`src/rtl/arrow_judge.sv`:
```
// Judges key presses against each non-empty arrow pattern inside a WINDOW-cycle window; keeps score and combo.
// Latency: judgement registered one cycle after the deciding cycle; no backpressure, a new pattern force-closes the open window.
module arrow_judge #(
    parameter int WINDOW      = 25000000,
    parameter int PERFECT_WIN = 5000000,
    parameter int SCORE_W     = 16,
    parameter int COMBO_W     = 10
) (
    input  logic               Clk,
    input  logic               Reset,
    input  logic               arrow_valid,
    input  logic [3:0]         arrows,
    input  logic [3:0]         keys,
    output logic               judge_valid,
    output logic [1:0]         judge,
    output logic [SCORE_W-1:0] score,
    output logic [COMBO_W-1:0] combo,
    output logic [COMBO_W-1:0] max_combo,
    output logic               busy
);

    localparam int EW = $clog2(WINDOW);
    localparam logic [EW-1:0] LAST = EW'(WINDOW - 1);
    localparam logic [EW:0]   PWIN = (EW + 1)'(PERFECT_WIN);

    typedef enum logic {IDLE, OPEN} state_t;
    typedef enum logic [1:0] {J_NONE, J_PERFECT, J_GOOD, J_MISS} judge_t;

    state_t        state, state_n;
    judge_t        dec;
    logic [3:0]    keys_q, target, target_n, hit, hit_n;
    logic [3:0]    press, wrong, mask;
    logic [EW-1:0] elapsed, elapsed_n;

    logic [SCORE_W:0]   score_sum;
    logic [SCORE_W-1:0] score_n;
    logic [COMBO_W:0]   combo_sum;
    logic [COMBO_W-1:0] combo_hit;

    assign busy = (state == OPEN);

    always_comb begin
        press     = keys & ~keys_q;
        wrong     = press & ~target;
        mask      = hit | (press & target);
        dec       = J_NONE;
        state_n   = state;
        target_n  = target;
        hit_n     = hit;
        elapsed_n = elapsed;

        if (state == OPEN) begin
            // wrong press beats completion, completion beats timeout
            if (wrong != 4'd0)
                dec = J_MISS;
            else if (mask == target)
                dec = ({1'b0, elapsed} < PWIN) ? J_PERFECT : J_GOOD;
            else if (elapsed == LAST)
                dec = J_MISS;

            if (arrow_valid && dec == J_NONE)
                dec = J_MISS;

            if (dec != J_NONE) begin
                state_n = IDLE;
            end else begin
                hit_n     = mask;
                elapsed_n = elapsed + EW'(1);
            end
        end

        if (arrow_valid) begin
            if (arrows != 4'd0) begin
                state_n   = OPEN;
                target_n  = arrows;
                hit_n     = 4'd0;
                elapsed_n = '0;
            end else begin
                state_n = IDLE;
            end
        end
    end

    always_comb begin
        score_sum = {1'b0, score} + ((dec == J_PERFECT) ? (SCORE_W + 1)'(3) : (SCORE_W + 1)'(1));
        score_n   = score_sum[SCORE_W] ? '1 : score_sum[SCORE_W-1:0];
        combo_sum = {1'b0, combo} + (COMBO_W + 1)'(1);
        combo_hit = combo_sum[COMBO_W] ? '1 : combo_sum[COMBO_W-1:0];
    end

    always_ff @(posedge Clk or negedge Reset) begin
        if (!Reset) begin
            state       <= IDLE;
            target      <= 4'd0;
            hit         <= 4'd0;
            elapsed     <= '0;
            keys_q      <= 4'd0;
            judge_valid <= 1'b0;
            judge       <= 2'd0;
            score       <= '0;
            combo       <= '0;
            max_combo   <= '0;
        end else begin
            state       <= state_n;
            target      <= target_n;
            hit         <= hit_n;
            elapsed     <= elapsed_n;
            keys_q      <= keys;
            judge_valid <= (dec != J_NONE);
            if (dec != J_NONE) begin
                judge <= dec;
                if (dec == J_MISS) begin
                    combo <= '0;
                end else begin
                    score <= score_n;
                    combo <= combo_hit;
                    if (combo_hit > max_combo)
                        max_combo <= combo_hit;
                end
            end
        end
    end

endmodule

```
`config.mk`:
```
export PLATFORM = sky130hd
export DESIGN_NAME = arrow_judge
export DESIGN_NICKNAME = d
export VERILOG_FILES = /design/src/rtl/arrow_judge.sv
export SDC_FILE = /design/constraint.sdc
export NUM_CORES = 1
export LEC_CHECK = 0
export BUFFER_PORTS_ARGS = -buffer_cell sky130_fd_sc_hd__buf_2
export CAP_MARGIN = 20
export CELL_PAD_IN_SITES_DETAIL_PLACEMENT = 1
export CELL_PAD_IN_SITES_GLOBAL_PLACEMENT = 1
export CORE_UTILIZATION = 45
export DETAILED_ROUTE_END_ITERATION = 10
export PLACE_DENSITY = 0.76
export SLEW_MARGIN = 0
export SYNTH_ARGS = -nofsm -noshare
export SYNTH_HDL_FRONTEND = slang
export SYNTH_SLANG_ARGS = --single-unit
```
`constraint.sdc`:
```
create_clock -name Clk -period 5.1 [get_ports Clk]
set_input_delay 0.51 -clock Clk [delete_from_list [all_inputs] [get_ports Clk]]
set_output_delay 0.51 -clock Clk [all_outputs]
set_load 0.01 [all_outputs]
```
# Word level (Yosys, flattened, before mapping)
# Cells that the tools add are included.
# totals
word_cells,59
inputBits,11
out_inout_bits,40
ff_bits,77
# op_classes
reduce_logical,9
magnitude_cmp,2
n_mux,24
n_eq_ne,4
bitwise,7
n_addsub,3
# op_table
op,count
2-to-1 mux 25 bit,4
"adder 25 x 1 -> 25 bit, second input constant",1
"equality test 25 bit, second input constant",1
"< comparator 25 x 23 -> 1 bit, second input constant",1
2-to-1 mux 10 bit,2
2-to-1 mux 2 bit,9
adder 16 x 2 -> 17 bit,1
2-to-1 mux 16 bit,1
2-to-1 mux 4 bit,4
bitwise AND 4 bit,3
"adder 10 x 1 -> 11 bit, second input constant",1
greater-than comparator 10 bit,1
NOT 4 bit,2
nonzero test 4 bit,2
equality test 4 bit,1
2-to-1 mux 1 bit,4
bitwise OR 4 bit,1
AND reduction 2 bit,2
nonzero test 2 bit,2
AND reduction 3 bit,1
"equality test 2 x 1 -> 1 bit, second input constant",1
"equality test 2 bit, second input constant",1
logical NOT 2 bit,1
logical AND 1 bit,1
NOT 1 bit,1

# Logic depth before layout (Yosys ltp)
# depth
depth_word,17
depth_mapped,16
ltp_nobuf,15

# Least setup slack after synthesis
# OpenSTA, ideal clock, no wires.
# synth_timing
kind,register -> register
startpoint,register elapsed[23]
endpoint,register max_combo[0]
path_stages_with_launch,12
setup_time_ns,0.125
setup_slack_ns,1.424
arrival_ns,3.551
synth_period_minus_slack_ns,3.676
path_buffers,2
t_required_ns,4.975
path_cell_list,dfrtp_1 or4b_1 nor4_1 a41o_1 buf_4 mux2_2 o21ai_1 ha_1 clkbuf_1 inv_1 nor4_2 mux2_2
# synth_between
elab_chain_len,13
elab_cells_between_ends,16
classes_between,1 x order compare; 2 x eq/ne; 8 x mux; 1 x bitwise; 4 x reduce/logical
# synth_lines
element,line_no,source
from (decl),33,"logic [EW-1:0] elapsed, elapsed_n;"
from (signal assigned),107,elapsed <= elapsed_n;
< comparator 25 x 23 -> 1 bit or equality test 25 bit (tied branches),"57, 58",
"2-to-1 mux 2 bit, on equally long branches","57, 58",
2-to-1 mux 2 bit *,56,else if (mask == target)
2-to-1 mux 2 bit *,54,if (wrong != 4'd0)
2-to-1 mux 2 bit *,52,if (state == OPEN) begin
logical NOT 2 bit,61,if (arrow_valid && dec == J_NONE)
logical AND 1 bit,61,
2-to-1 mux 2 bit *,61,
2-to-1 mux 2 bit * (2 in a row),52,
equality test 2 bit,112,if (dec == J_MISS) begin
NOT 1 bit (no source line),n/a,
AND reduction 3 bit (no source line) *,n/a,
to (signal assigned),118,max_combo <= combo_hit;
to (decl),18,"output logic [COMBO_W-1:0] max_combo,"
# Every way passes the cells marked *; elsewhere a longest branch is shown, timed or not. The select of a mux whose other input is x is not followed.
# A chain may end at the register's enable or synchronous reset.

# Worst setup path after layout
# layout_timing
startpoint,register elapsed[21]
endpoint,register score[15]
# layout_between
elab_chain_len,14
elab_cells_between_ends,20
classes_between,1 x add/sub; 1 x order compare; 3 x eq/ne; 10 x mux; 1 x bitwise; 4 x reduce/logical
# layout_lines
element,line_no,source
< comparator 25 x 23 -> 1 bit or equality test 25 bit (tied branches),"57, 58",
"2-to-1 mux 2 bit, on equally long branches","57, 58",
2-to-1 mux 2 bit *,56,
2-to-1 mux 2 bit *,54,
2-to-1 mux 2 bit *,52,
logical NOT 2 bit,61,
logical AND 1 bit,61,
2-to-1 mux 2 bit *,61,
2-to-1 mux 2 bit * (2 in a row),52,
via dec[0],30,judge_t dec;
equality test 2 x 1 -> 1 bit,85,"score_sum = {1'b0, score} + ((dec == J_PERFECT) ? (SCORE_W + 1)'(3) : (SCORE_W + 1)'(1));"
2-to-1 mux 2 bit,85,
adder 16 x 2 -> 17 bit,85,
2-to-1 mux 16 bit,86,score_n = score_sum[SCORE_W] ? '1 : score_sum[SCORE_W-1:0];
to (signal assigned),115,score <= score_n;
to (decl),16,"output logic [SCORE_W-1:0] score,"
# Mark *: on every way through the listed nets, which the timed path passes. The rest lies on a longest branch. The select of a mux whose other input is x is not followed.

==> flow_summary.yaml <==
status:
  status: "finished clean"
global_routing:
  grt_max_degree: 78
  grtUsageTotal: 0.229
  grt_pass1_wl_um: 17700
  overflow: 0
  grt_pass1_vias: 3570
  antenna_found_initial: 0
power_and_ir_drop:
  ir_drop_v: 0.000161
  power.density_nw_per_um2: 414
  p_int_mw: 1.29
  swShare: 0.357
  power_switching_mw: 0.716
  p_clk_frac: 0.264
  comb_power_share: 0.333
  p_seq_frac: 0.403
  p_leak_nw: 2.36
die:
  die_w_um: 99.0
  num_rows: 35
  die_h_um: 99.0
  die_area_um2: 9800
  start_util: 0.460
  boundaryPins: 51
  coreArea_um2: 9200
synthesis:
  avgSynthCellArea_um2: 9.66
  synth_top_cell_by_area: "dfrtp_1"
  async_reset_ff_frac: 1.00
  synthesis.nets: 466
  synth_area_leaders: "dfrtp_1 46%, ha_1 4.7%, nand2_1 4.4%"
  yosysSeqAreaShare: 0.455
  ys_seq_elements: 77
  synth_top_area_share: 0.455
  yosys_warnings: 0
  synth_cell_type_count: 51
  mappedNetlistArea_um2: 4230
  synth_cells: 438
  synth_edf_count: 0
  ys.flop_type: "dfrtp_1"
timing:
  finalCriticalPeriod_ns: 4.25
  max_freq_ghz: 0.235
  finalSetupTns_ns: 0
  relSlewSlack: 0.449
  tightest_slew_ns: 0.819
  slew_violations: 0
  fin_skew_ns: 0.0123
  fin_crit_sh: 0.833
  hold_viol: 0
  rsz0062_at_grt: "false"
  finalSetupViolCount: 0
clocking:
  worstSkewPairLatency_ns: 0.35
  clock-sinks: 77
  htree_levels: 3
  cts_setup_buffers: 0
  cts_inserted_buffers: 9
  clk_pin_slew_ns: 0.09
  cts_tree: "done"
  max-clock-path-buffers: 2
  cts_root_buffer: "clkbuf_8"
finish:
  fin_cells: 601
  fillCellCount: 1066
  layout_commonest_cell: "dfrtp_1"
  diodes: 0
  area_growth_pct: 14.3
  layout_common_cells: "77 x dfrtp_1, 50 x nand2_1, 49 x buf_2"
  nNetsFinal: 513
  drive_gt1_frac: 0.186
job:
  drv_cap: 0
setup_path:
  crit_chain: "or4b_1 > nor4_1 > a41o_1 > mux2_2 > o21ai_1 > inv_1 > ha_1 > fa_1 > nand3_1 > nor4_1 > nand2_1 > nand3_1 > o21a_1"
  critPathSlowestCell: "nor4_1"
  crit_required_ns: 5.40
  arrival_ns: 4.54
  critPathCaptureType: "flip-flop"
  critPathMaxStageDelay_ns: 0.64
  worstSetupPathType: "flip-flop to flip-flop"
  crit_path_start_kind: "flip-flop"
  critPathMaxFanout: 11
  r2r_slack_ns: 0.85
route:
  drc_errors: 0
  wl_per_cell_um: 17.6
  top_layer_used: "met4"
  dr_wl_met3_um: 273
  antenna_left: 0
  wl_met1_um: 4940
  wl_um: 10600
  vias: 3539
  drt-initial-drc-count: 91
  firstDrtPassIters: 4
  vias_per_cell: 5.89
  met2_length_um: 5220
placement:
  dpl.cell_count: 583
  gp_congestion: 0.822
  dpl.hpwl_um: 7270
  io_buffers: 50
worst_hold_path:
  hold_class: "primary input to flip-flop"
[worst max-delay path, delay by kind of cell (launching register included)]
| family | cells | cell delay (ns) |
|---|---|---|
| flip-flops | 1 | 0.49 |
| adder cells (fa/ha/maj) | 2 | 0.47 |
| buffers and inverters | 1 | 0.11 |
| multiplexers | 1 | 0.23 |
| AO/OA/AOI/OAI | 3 | 0.71 |
| AND/OR/NAND/NOR | 6 | 2.18 |
[what timing repair did]
item / CTS / global route
hold buffers: 0 / 1
gates resized for setup: 0 / 0
endpoints found under the hold margin: 0 / 6
[stage by stage]
stage               total power, mW  setup WS (ns)  cell area [um^2]  hold slack (ns)   util
floorplan                      1.24           1.42              4230            0.214      -
global placement               1.45           1.22              4580            0.483  0.498
detailed placement             1.48           1.02              4580            0.506  0.498
CTS                            2.02          0.907              4800            0.264  0.522
global route                   2.14          0.473              4840            0.270  0.526
finish                         2.01          0.852              4840            0.277  0.526
[path summary, 6_finish.rpt]
check                                  from      endpoint  cells after the start
worst max register to register  elapsed[21]     score[15]                     13
worst min-delay path                keys[1]     keys_q[1]                      1
min in group asynchronous             Reset  max_combo[9]                      2
worst max-delay path            elapsed[21]     score[15]                     13
max in group asynchronous             Reset      combo[1]                      3
worst min register to register     judge[1]      judge[1]                      2
[cell usage after synthesis, types with 3 or more instances]
cell type	n
a31o_2	3
mux2i_1	6
or4_1	5
nor3b_1	4
mux2_2	11
and4_1	5
a22o_1	8
nor2b_1	9
nand4_1	14
xor2_1	7
nor3_1	9
nand2b_1	5
o21ai_0	11
a31oi_1	11
inv_1	19
a41o_1	5
clkbuf_1	16
xnor2_1	13
a21oi_1	23
and3_1	15
ha_1	16
nor2_1	37
nor4_1	6
o211ai_1	3
nand2_1	50
dfrtp_1	77
nand3_1	17
[per-layer routing]
| layer | global-route usage | vias to the layer above |
|---|---|---|
| li1 | - | 1683 |
| met1 | 0.300 | 1782 |
| met5 | 0 | - |
| met2 | 0.384 | 61 |
| met3 | 0.0426 | 13 |
| met4 | 0.0700 | 0 |
[flip-flops by register name (all words and copies together) (netlist names)]
signal	flops
judge_valid	1
target	4
keys_q	4
busy	1
elapsed	25
combo	10
score	16
hit	4
judge	2
max_combo	10
[power groups by stage]
| stage | combinational (mW) | sequential, mW | clock, mW |
|---|---|---|---|
| finish | 0.669 | 0.808 | 0.529 |
| detailed placement | 0.662 | 0.820 | 0 |
| floorplan | 0.412 | 0.827 | 0 |
| global route | 0.751 | 0.826 | 0.564 |
| CTS | 0.673 | 0.808 | 0.544 |
| global placement | 0.636 | 0.812 | 0 |
[cell families after synthesis]
logic type / after synthesis / share of synthesized area
DFF: 77 / 0.455
xor gates and xnor gates: 20 / 0.0414
and+or+nand+nor: 185 / 0.229
adders and majority gates: 17 / 0.0520
muxes: 17 / 0.0435
AOI/OAI and AO/OA: 84 / 0.143
buffers and inverters: 38 / 0.0352
[area by class of cell]
type | count | area, um^2 | share of cell area
inverter | 19 | 71.3 | 0.0147
clock inverter | 5 | 83.8 | 0.0173
clock buffer | 11 | 141 | 0.0292
timing repair buffer | 55 | 313 | 0.0646
multi-input combinational | 323 | 2160 | 0.447
tap | 111 | 139 | 0.0287
sequential | 77 | 1930 | 0.398
Note: power is estimated with default switching activity, not from simulation.
